### config.mk
export PLATFORM = sky130hd
export DESIGN_NAME = crc16_serial_engine
export DESIGN_NICKNAME = d
export VERILOG_FILES = /design/src/rtl/crc16_serial_engine.sv
export SDC_FILE = /design/constraint.sdc
export NUM_CORES = 1
export LEC_CHECK = 0
export ABC_AREA = 1
export ABC_CLOCK_PERIOD_IN_PS = 2500
export CORE_UTILIZATION = 59
export CTS_BUF_LIST = sky130_fd_sc_hd__clkbuf_4
export CTS_CLUSTER_SIZE = 12
export DETAILED_ROUTE_END_ITERATION = 16
export DONT_BUFFER_PORTS = 1
export PLACE_DENSITY = 0.87
export SETUP_SLACK_MARGIN = 0.3
export SKIP_LAST_GASP = 1
export SYNTH_ARGS = -nofsm -noshare
export SYNTH_HDL_FRONTEND = slang
export SYNTH_SLANG_ARGS = --single-unit
### constraint.sdc
create_clock -name clk -period 2.5 [get_ports clk]
set_input_delay 0.5 -clock clk [delete_from_list [all_inputs] [get_ports clk]]
set_output_delay 0.5 -clock clk [all_outputs]
set_load 0.02 [all_outputs]
### src/rtl/crc16_serial_engine.sv
// -----------------------------------------------------------------------------
// crc16_serial_engine
//   Shared CRC-16/CCITT-FALSE engine (poly 0x1021, init 0xFFFF, MSB-first,
//   no reflection, no output XOR). Accepts one byte per request and folds it
//   into the running CRC over 8/BITS_PER_CYCLE cycles. Only the committed CRC
//   is published; the partially folded value lives in an internal work reg.
//
// Ports
//   clk             in   1   system clock
//   rst_n           in   1   asynchronous active-low reset
//   crc_init        in   1   level: reload INIT_VALUE, abort any byte in flight
//   crc_data        in   8   byte to fold, sampled only when accepted
//   crc_data_valid  in   1   request to fold crc_data (ignored while busy)
//   crc_value       out  16  committed CRC
//   crc_busy        out  1   registered, high while a byte is being folded
//   crc_done        out  1   one-cycle pulse coincident with crc_value update
// -----------------------------------------------------------------------------
module crc16_serial_engine #(
    parameter logic [15:0] POLY           = 16'h1021,
    parameter logic [15:0] INIT_VALUE     = 16'hFFFF,
    parameter int unsigned BITS_PER_CYCLE = 1
) (
    input  logic        clk,
    input  logic        rst_n,
    input  logic        crc_init,
    input  logic [7:0]  crc_data,
    input  logic        crc_data_valid,
    output logic [15:0] crc_value,
    output logic        crc_busy,
    output logic        crc_done
);

    localparam int unsigned CRC_W  = 16;
    localparam int unsigned DATA_W = 8;
    localparam int unsigned CNT_W  = 3;

    localparam bit BPC_LEGAL = (BITS_PER_CYCLE == 1) || (BITS_PER_CYCLE == 2) ||
                               (BITS_PER_CYCLE == 4) || (BITS_PER_CYCLE == 8);
    // Fall back to a legal value so the rest of elaboration stays well defined
    localparam int unsigned BPC      = BPC_LEGAL ? BITS_PER_CYCLE : 1;
    localparam int unsigned BEATS    = DATA_W / BPC;
    localparam logic [CNT_W-1:0] CNT_LOAD = CNT_W'(BEATS - 1);

    generate
        if (!BPC_LEGAL) begin : g_bad_bpc
            $error("crc16_serial_engine: BITS_PER_CYCLE must be 1, 2, 4 or 8");
        end
    endgenerate

    typedef enum logic {
        S_IDLE  = 1'b0,
        S_SHIFT = 1'b1
    } state_t;

    state_t              r_state;
    state_t              w_state_nxt;
    logic [CRC_W-1:0]    r_work;
    logic [CRC_W-1:0]    w_work_nxt;
    logic [DATA_W-1:0]   r_shift;
    logic [DATA_W-1:0]   w_shift_nxt;
    logic [CNT_W-1:0]    r_count;
    logic [CNT_W-1:0]    w_count_nxt;
    logic [CRC_W-1:0]    r_value;
    logic [CRC_W-1:0]    w_value_nxt;
    logic                r_busy;
    logic                w_busy_nxt;
    logic                r_done;
    logic                w_done_nxt;

    logic [CRC_W-1:0]    w_fold_work;
    logic [DATA_W-1:0]   w_fold_shift;

    // Fold the BPC most significant bits of shift into work, MSB first
    function automatic logic [CRC_W+DATA_W-1:0] fold_bits(
        input logic [CRC_W-1:0]  work_in,
        input logic [DATA_W-1:0] shift_in
    );
        logic [CRC_W-1:0]  w;
        logic [DATA_W-1:0] s;
        logic              fb;
        w = work_in;
        s = shift_in;
        for (int unsigned i = 0; i < BPC; i++) begin
            fb = w[CRC_W-1] ^ s[DATA_W-1];
            w  = {w[CRC_W-2:0], 1'b0} ^ (fb ? POLY : 16'h0000);
            s  = {s[DATA_W-2:0], 1'b0};
        end
        return {w, s};
    endfunction

    assign {w_fold_work, w_fold_shift} = fold_bits(r_work, r_shift);

    // State and datapath registers
    always_ff @(posedge clk or negedge rst_n) begin
        if (!rst_n) begin
            r_state <= S_IDLE;
            r_work  <= INIT_VALUE;
            r_shift <= '0;
            r_count <= '0;
            r_value <= INIT_VALUE;
            r_busy  <= 1'b0;
            r_done  <= 1'b0;
        end else begin
            r_state <= w_state_nxt;
            r_work  <= w_work_nxt;
            r_shift <= w_shift_nxt;
            r_count <= w_count_nxt;
            r_value <= w_value_nxt;
            r_busy  <= w_busy_nxt;
            r_done  <= w_done_nxt;
        end
    end

    // Next-state and next-output logic; crc_init has priority in every state
    always_comb begin
        w_state_nxt = r_state;
        w_work_nxt  = r_work;
        w_shift_nxt = r_shift;
        w_count_nxt = r_count;
        w_value_nxt = r_value;
        w_busy_nxt  = r_busy;
        w_done_nxt  = 1'b0;

        case (r_state)
            S_IDLE: begin
                if (crc_init) begin
                    w_value_nxt = INIT_VALUE;
                    w_work_nxt  = INIT_VALUE;
                end else if (crc_data_valid) begin
                    w_shift_nxt = crc_data;
                    w_work_nxt  = r_value;
                    w_count_nxt = CNT_LOAD;
                    w_busy_nxt  = 1'b1;
                    w_state_nxt = S_SHIFT;
                end
            end

            S_SHIFT: begin
                if (crc_init) begin
                    // Abort: partial byte is discarded and no done pulse is given
                    w_value_nxt = INIT_VALUE;
                    w_work_nxt  = INIT_VALUE;
                    w_busy_nxt  = 1'b0;
                    w_state_nxt = S_IDLE;
                end else begin
                    w_work_nxt  = w_fold_work;
                    w_shift_nxt = w_fold_shift;
                    if (r_count == '0) begin
                        w_value_nxt = w_fold_work;
                        w_busy_nxt  = 1'b0;
                        w_done_nxt  = 1'b1;
                        w_state_nxt = S_IDLE;
                    end else begin
                        w_count_nxt = r_count - CNT_W'(1);
                    end
                end
            end

            default: begin
                w_state_nxt = S_IDLE;
                w_busy_nxt  = 1'b0;
            end
        endcase
    end

    assign crc_value = r_value;
    assign crc_busy  = r_busy;
    assign crc_done  = r_done;

endmodule
==> out/metrics.csv, run 1 <==
stage;metric;value;unit
sta;RSZ-0062 raised after global routing;false;
cells_and_area;layout cell share with drive strength beyond 1;19.62;%
sta;final hold viol count;0;
global_routing;largest net degree at the start of global routing;47;
cells_and_area;# diodes;0;
critical_path;CP endpoint kind;output pin;
drt;drt total wl;4.241;mm
critical_path;Startpoint Class;flip-flop;
clock_network;Clock H-tree levels;2;
place;dpl hpwl;2.889;mm
sta;Final min period;1518;ps
yosys;Ys Warns;0;
floorplanning;Die W;63.11;um
drt;DRT Pass-1 Iters;4;
yosys;top post-synthesis cells by area;dfstp_2 (38%), dfrtp_1 (16%), nand2_1 (14%);
drt;# DRC;0;
floorplanning;# rows;21;
critical_path;CP max FO;3;
yosys;Post-Syn Area;2203;um^2
floorplanning;Core ar.;3468;um^2
critical_path;WS Path Type;reg -> out;
sta;worst-margin pin slew;429.7;ps
global_routing;GR Overflow Total;0;
place;# port buffers;0;
global_routing;total track usage;24.34;%
clock_network;clock-pin slew on the worst setup and hold paths;120;ps
drt;Final ANT Viol Nets;0;
floorplanning;Die H;63.11;um
drt;WL per Instance;13.64;um
yosys;Post-Synthesis Cells;262;
drt;Via density;5.338;
yosys;Synth Net Count;276;
cells_and_area;most frequent cells in the layout;nand2_1 (81), dfstp_2 (32), inv_1 (26), nor2_1 (26), o21ai_0 (22);
clock_network;clock tree buffer depth;2;
global_routing;initial antenna violation count;0;
drt;Via Count;1660;
drt;1st-iter DRT viols;158;
clock_network;Clock Tree Root;clkbuf_4;
clock_network;Num CTS Buffers;5;
cells_and_area;Area growth syn-to-layout;3.293;%
sta;# setup viols final;0;
clock_network;Sink Count;46;
yosys;sequential element share of the synthesized area;54.06;%
critical_path;Worst EP arrival;1020;ps
clock_network;clk_lat worst skew;370;ps
sta;fin. max-slew vios;0;
global_routing;first-pass GRT wire length;7.320;mm
floorplanning;Starting Density;63.53;%
cells_and_area;Layout Utilization;65.62;%
place;gp weighted congestion;0.7909;
pwr;PD cells;689.2;nW/um^2
sta;setup TNS;0;ps
yosys;post-synth top area cell;dfstp_2;
outcome;status;completed;
sta;Max Clk Rate;0.6588;GHz
sta;Worst slew margin;71.36;%
floorplanning;io pins;30;
global_routing;vias in the first global route;1626;
job;max-cap viol count;0;
yosys;Seq cells post-synth;46;
clock_network;CTS tree;done;
pwr;VDD IR max;0.3216;mV
cells_and_area;Nets;278;
critical_path;Required @ worst endpoint;2000;ps
sta;Worst Clk Skew;15.52;ps
yosys;post-synth top area share;38.16;%
cells_and_area;commonest non-fill, non-tap cell in the layout;nand2_1;
yosys;Syn Area/Cell;8.410;um^2
yosys;unique cell type count in the Yosys netlist;23;
min_path;HP Class;in -> reg;
pwr;P_leak;0.001150;uW
sta;Final period util;60.72;%
floorplanning;die area;3983;um^2
[power breakdown]
| part | switching [uW] | total [uW] | internal, uW | leakage (uW) |
|---|---|---|---|---|
| logic | 173 | 268 | 94.9 | 0.000626 |
| clock network | 225 | 326 | 100 | 0.0000277 |
| registers | 98.4 | 975 | 876 | 0.000496 |
[sequential cells by signal, summed over array words and instances, names as in the netlist]
register / cells
crc_busy: 1
crc_done: 1
crc_value: 16
r_count: 3
r_shift: 8
r_state: 1
r_work: 16
[per-layer routing]
layer	part of all wire, %	GRT usage, %	up-vias
li1	-	-	824
met1	43	29.38	773
met2	49	39.52	57
met3	7.1	7.609	6
met4	1.2	11.34	0
met5	0	0	-
[cells by family after synthesis]
family          count (synthesis)  synth area share [%]
buf+inv                        38                 8.688
fa+ha+maj                       2                 1.136
compound gates                 49                 11.70
flops                          46                 54.06
simple gates                  127                 24.42
[cell type report]
type                            count  area (um^2)
Clock buffer                        5        37.54
Clock inverter                      3        11.26
Fill cell                         323         1192
Inverter                           28        105.1
Multi-Input combinational cell    178        820.8
Sequential cell                    46         1191
Tap cell                           46        57.56
Timing Repair Buffer                5        52.55
[synth_stat cells (all sizes together)]
| library cell | count |
|---|---|
| a21oi | 12 |
| o21ai | 30 |
| buf | 9 |
| or2 | 1 |
| nor2 | 30 |
| ha | 2 |
| dfstp | 32 |
| nand3 | 11 |
| dfrtp | 14 |
| clkbuf | 1 |
| inv | 28 |
| nand2 | 85 |
| a31oi | 7 |
[path summary, 6_finish.rpt]
kind | start | to | slack, ps | depth (start not counted)
min reg2reg | r_work[1]$_DFFE_PN1P_ | r_work[1]$_DFFE_PN1P_ | 480 | 2
max in group asynchronous | rst_n | r_work[7]$_DFFE_PN1P_ | 1610 | 2
min | crc_data_valid | r_count[2]$_DFFE_PN0P_ | 260 | 2
max reg2reg | r_count[0]$_DFFE_PN0P_ | r_count[0]$_DFFE_PN0P_ | 1000 | 7
max | crc_value[5]$_DFFE_PN1P_ | crc_value[5] | 980 | 0
min in group asynchronous | rst_n | crc_done$_DFF_PN0_ | 590 | 2
[timing repair]
item                                   in CTS  in global routing
hold buffers                                2                  0
endpoints found under the hold margin      46                  0
gates resized for setup                     0                  0
setup buffers                               0                  0
[stage by stage]
step / hold WS (ps) / cell area, um^2 / power, uW / setup slack [ps] / cells
3_5_place_dp: 206.0 / 2197 / 1237 / 1037 / 301
3_3_place_gp: 206.0 / 2197 / 1220 / 1074 / 301
2_1_floorplan: 204.4 / 2203 / 1190 / 1267 / 262
6_report: 260.1 / 2276 / 1569 / 982.0 / 311
4_1_cts: 252.4 / 2276 / 1586 / 975.5 / 311
5_1_grt: 249.8 / 2276 / 1667 / 852.3 / 311
No activity file was read; power rests on OpenSTA's default activity.
==> run 2, diff against run 1 <==
ABC_CLOCK_PERIOD_IN_PS = 1550   (was 2500)
clock period = 1.55 ns   (was 2.5 ns; I/O delays follow)
==> run 2 against run 1 <==
Compared with the run above:
- the run now ends with hold timing left
- via count increased by 10%
- routed wire length grew 22%
- combinational power up 130%
- core utilization rose by 8.6 points
- count of clock-buffer cells in the layout stayed put
==> out/metrics.csv, run 2 (synthesized netlist as in run 1, its figures left out) <==
stage;metric;value;unit
cells_and_area;commonest non-fill, non-tap cell in the layout;nand2_1;
sta;Worst slew margin;82.09;%
critical_path;WS Path Type;reg -> reg;
clock_network;CTS tree;done;
sta;Final min period;1340;ps
drt;Via Count;1827;
place;# port buffers;0;
critical_path;CP endpoint kind;flip-flop;
global_routing;total track usage;27.41;%
floorplanning;io pins;30;
place;Placed Area;2220;um^2
clock_network;clk_lat worst skew;380;ps
cells_and_area;# diodes;0;
drt;WL per Instance;15.83;um
sta;worst-margin pin slew;268.1;ps
floorplanning;# rows;21;
cells_and_area;layout cell share with drive strength beyond 1;36.88;%
cells_and_area;most frequent cells in the layout;nand2_1 (73), dfstp_2 (32), nor2_1 (24);
sta;final hold viol count;46;
sta;Max Clk Rate;0.7461;GHz
global_routing;largest net degree at the start of global routing;47;
cells_and_area;Nets;295;
sta;fin. max-slew vios;0;
pwr;final total power;2945;uW
pwr;P_leak;0.001259;uW
drt;Via density;5.570;
critical_path;CP max FO;5;
critical_path;Required @ worst endpoint;1860;ps
drt;drt total wl;5.191;mm
drt;# DRC;0;
sta;Worst Clk Skew;12.77;ps
critical_path;Worst EP arrival;1650;ps
sta;hold slack;-396.3;ps
clock_network;clock tree buffer depth;2;
sta;setup TNS;0;ps
global_routing;first-pass GRT wire length;8.155;mm
cells_and_area;post-route cell area;2575;um^2
floorplanning;Core ar.;3468;um^2
floorplanning;die area;3983;um^2
critical_path;worst path cell trace;inv_2, ha_4, inv_2, nor2_4, a21oi_4, buf_6, nand2_2, o21ai_2;
critical_path;slowest stage cell, crit path;dfrtp_1;
outcome;failing checks;hold timing;
drt;DRT Pass-1 Iters;4;
sta;RSZ-0062 raised after global routing;true;
global_routing;GR Overflow Total;0;
clock_network;Clock Tree Root;clkbuf_4;
critical_path;CP Buf/Inv Count;3;
floorplanning;Die H;63.11;um
critical_path;Startpoint Class;flip-flop;
outcome;status;complete, but fails checks;
global_routing;initial antenna violation count;0;
place;gp weighted congestion;0.8380;
clock_network;clock-pin slew on the worst setup and hold paths;140;ps
global_routing;vias in the first global route;1764;
job;max-cap viol count;0;
floorplanning;Die W;63.11;um
clock_network;Sink Count;46;
critical_path;Crit path largest cell delay;390;ps
floorplanning;Starting Density;63.53;%
sta;Final period util;86.47;%
drt;1st-iter DRT viols;195;
clock_network;Clock H-tree levels;2;
pwr;PD cells;1144;nW/um^2
cells_and_area;Area growth syn-to-layout;16.87;%
pwr;VDD IR max;0.9322;mV
drt;Final ANT Viol Nets;0;
critical_path;Top delay family on crit path;flip-flops;
min_path;HP Class;in -> async;
place;dpl hpwl;2.972;mm
sta;# setup viols final;0;
critical_path;crit-path most repeated cell;inv_2;
clock_network;Num CTS Buffers;5;
run 2: cell types whose count changed in the layout (fill, tap and decap cells not counted), sizes merged:
| cell | change |
|---|---|
| buf | +18 |
| bufinv | +1 |
| clkinv | -3 |
| clkinvlp | +1 |
| dlygate4sd3 | -1 |
| inv | +1 |
run 2: layout make-up:
cell class / instances / area, um^2
inverter: 28 / 105.1
timing repair buffer: 22 / 192.7
sequential: 46 / 1192
tap: 46 / 57.56
multi-input combinational: 178 / 945.9
clock inverter: 3 / 43.79
fill: 240 / 893.4
clock buffer: 5 / 37.54
run 2: final timing paths:
check                                       start                  endpoint  slack (ps)  cells past startpoint
max                        r_count[0]$_DFFE_PN0P_  crc_value[2]$_DFFE_PN1P_         210                      8
min                                         rst_n        crc_done$_DFF_PN0_        -400                      0
max reg2reg                r_count[0]$_DFFE_PN0P_  crc_value[2]$_DFFE_PN1P_         210                      8
min in group clk                   crc_data_valid    r_count[2]$_DFFE_PN0P_          70                      2
max in group asynchronous                   rst_n  crc_value[6]$_DFFE_PN1P_        1750                      0
min reg2reg                 r_work[5]$_DFFE_PN1P_     r_work[5]$_DFFE_PN1P_         480                      2
run 2: per-layer routing:
metal	global-route usage (%)	part of all wire [%]	vias to the layer above	routed length (um)
li1	-	-	868	-
met1	33.25	39	872	2047
met2	45.30	50	68	2587
met3	7.790	6.7	19	350
met4	11.92	4.0	0	206
met5	0	0	-	0
run 2: power breakdown:
part | switching, uW | internal (uW) | total (uW)
Clock | 404 | 340 | 744
Sequential | 163 | 1410 | 1580
Combinational | 349 | 273 | 622
run 2: per-stage QoR:
stage | hold slack [ps] | setup slack (ps) | cells | utilization [%]
6_report | -396.3 | 209.7 | 328 | 74.24
4_1_cts | -403.3 | 213.9 | 321 | 70.53
3_3_place_gp | 15.99 | 200.5 | 304 | 64.00
2_1_floorplan | 14.41 | 316.9 | 262 | -
5_1_grt | -424.8 | 156.3 | 328 | 74.24
3_5_place_dp | 16.35 | 89.22 | 304 | 64.00
run 2: worst register-to-register path, stage by stage, from the launching register on:
cell     delay, ps
dfrtp_1        390
inv_2           60
ha_4           170
inv_2           70
nor2_4          50
a21oi_4        250
buf_6          190
nand2_2         60
o21ai_2         60
run 2: repair_timing:
item	in CTS	in global routing
pin swaps	6	7
gates cloned	3	1
setup endpoints to repair	59	42
endpoints found under the hold margin	46	46
buffers inserted	6	6
resized for setup	28	23
==> run 3, diff against run 2 <==
CTS_CLUSTER_SIZE = unset   (was 12)
==> results of run 3 <==
Same layout as run 2: the final DEF is identical, and so are final timing and power.
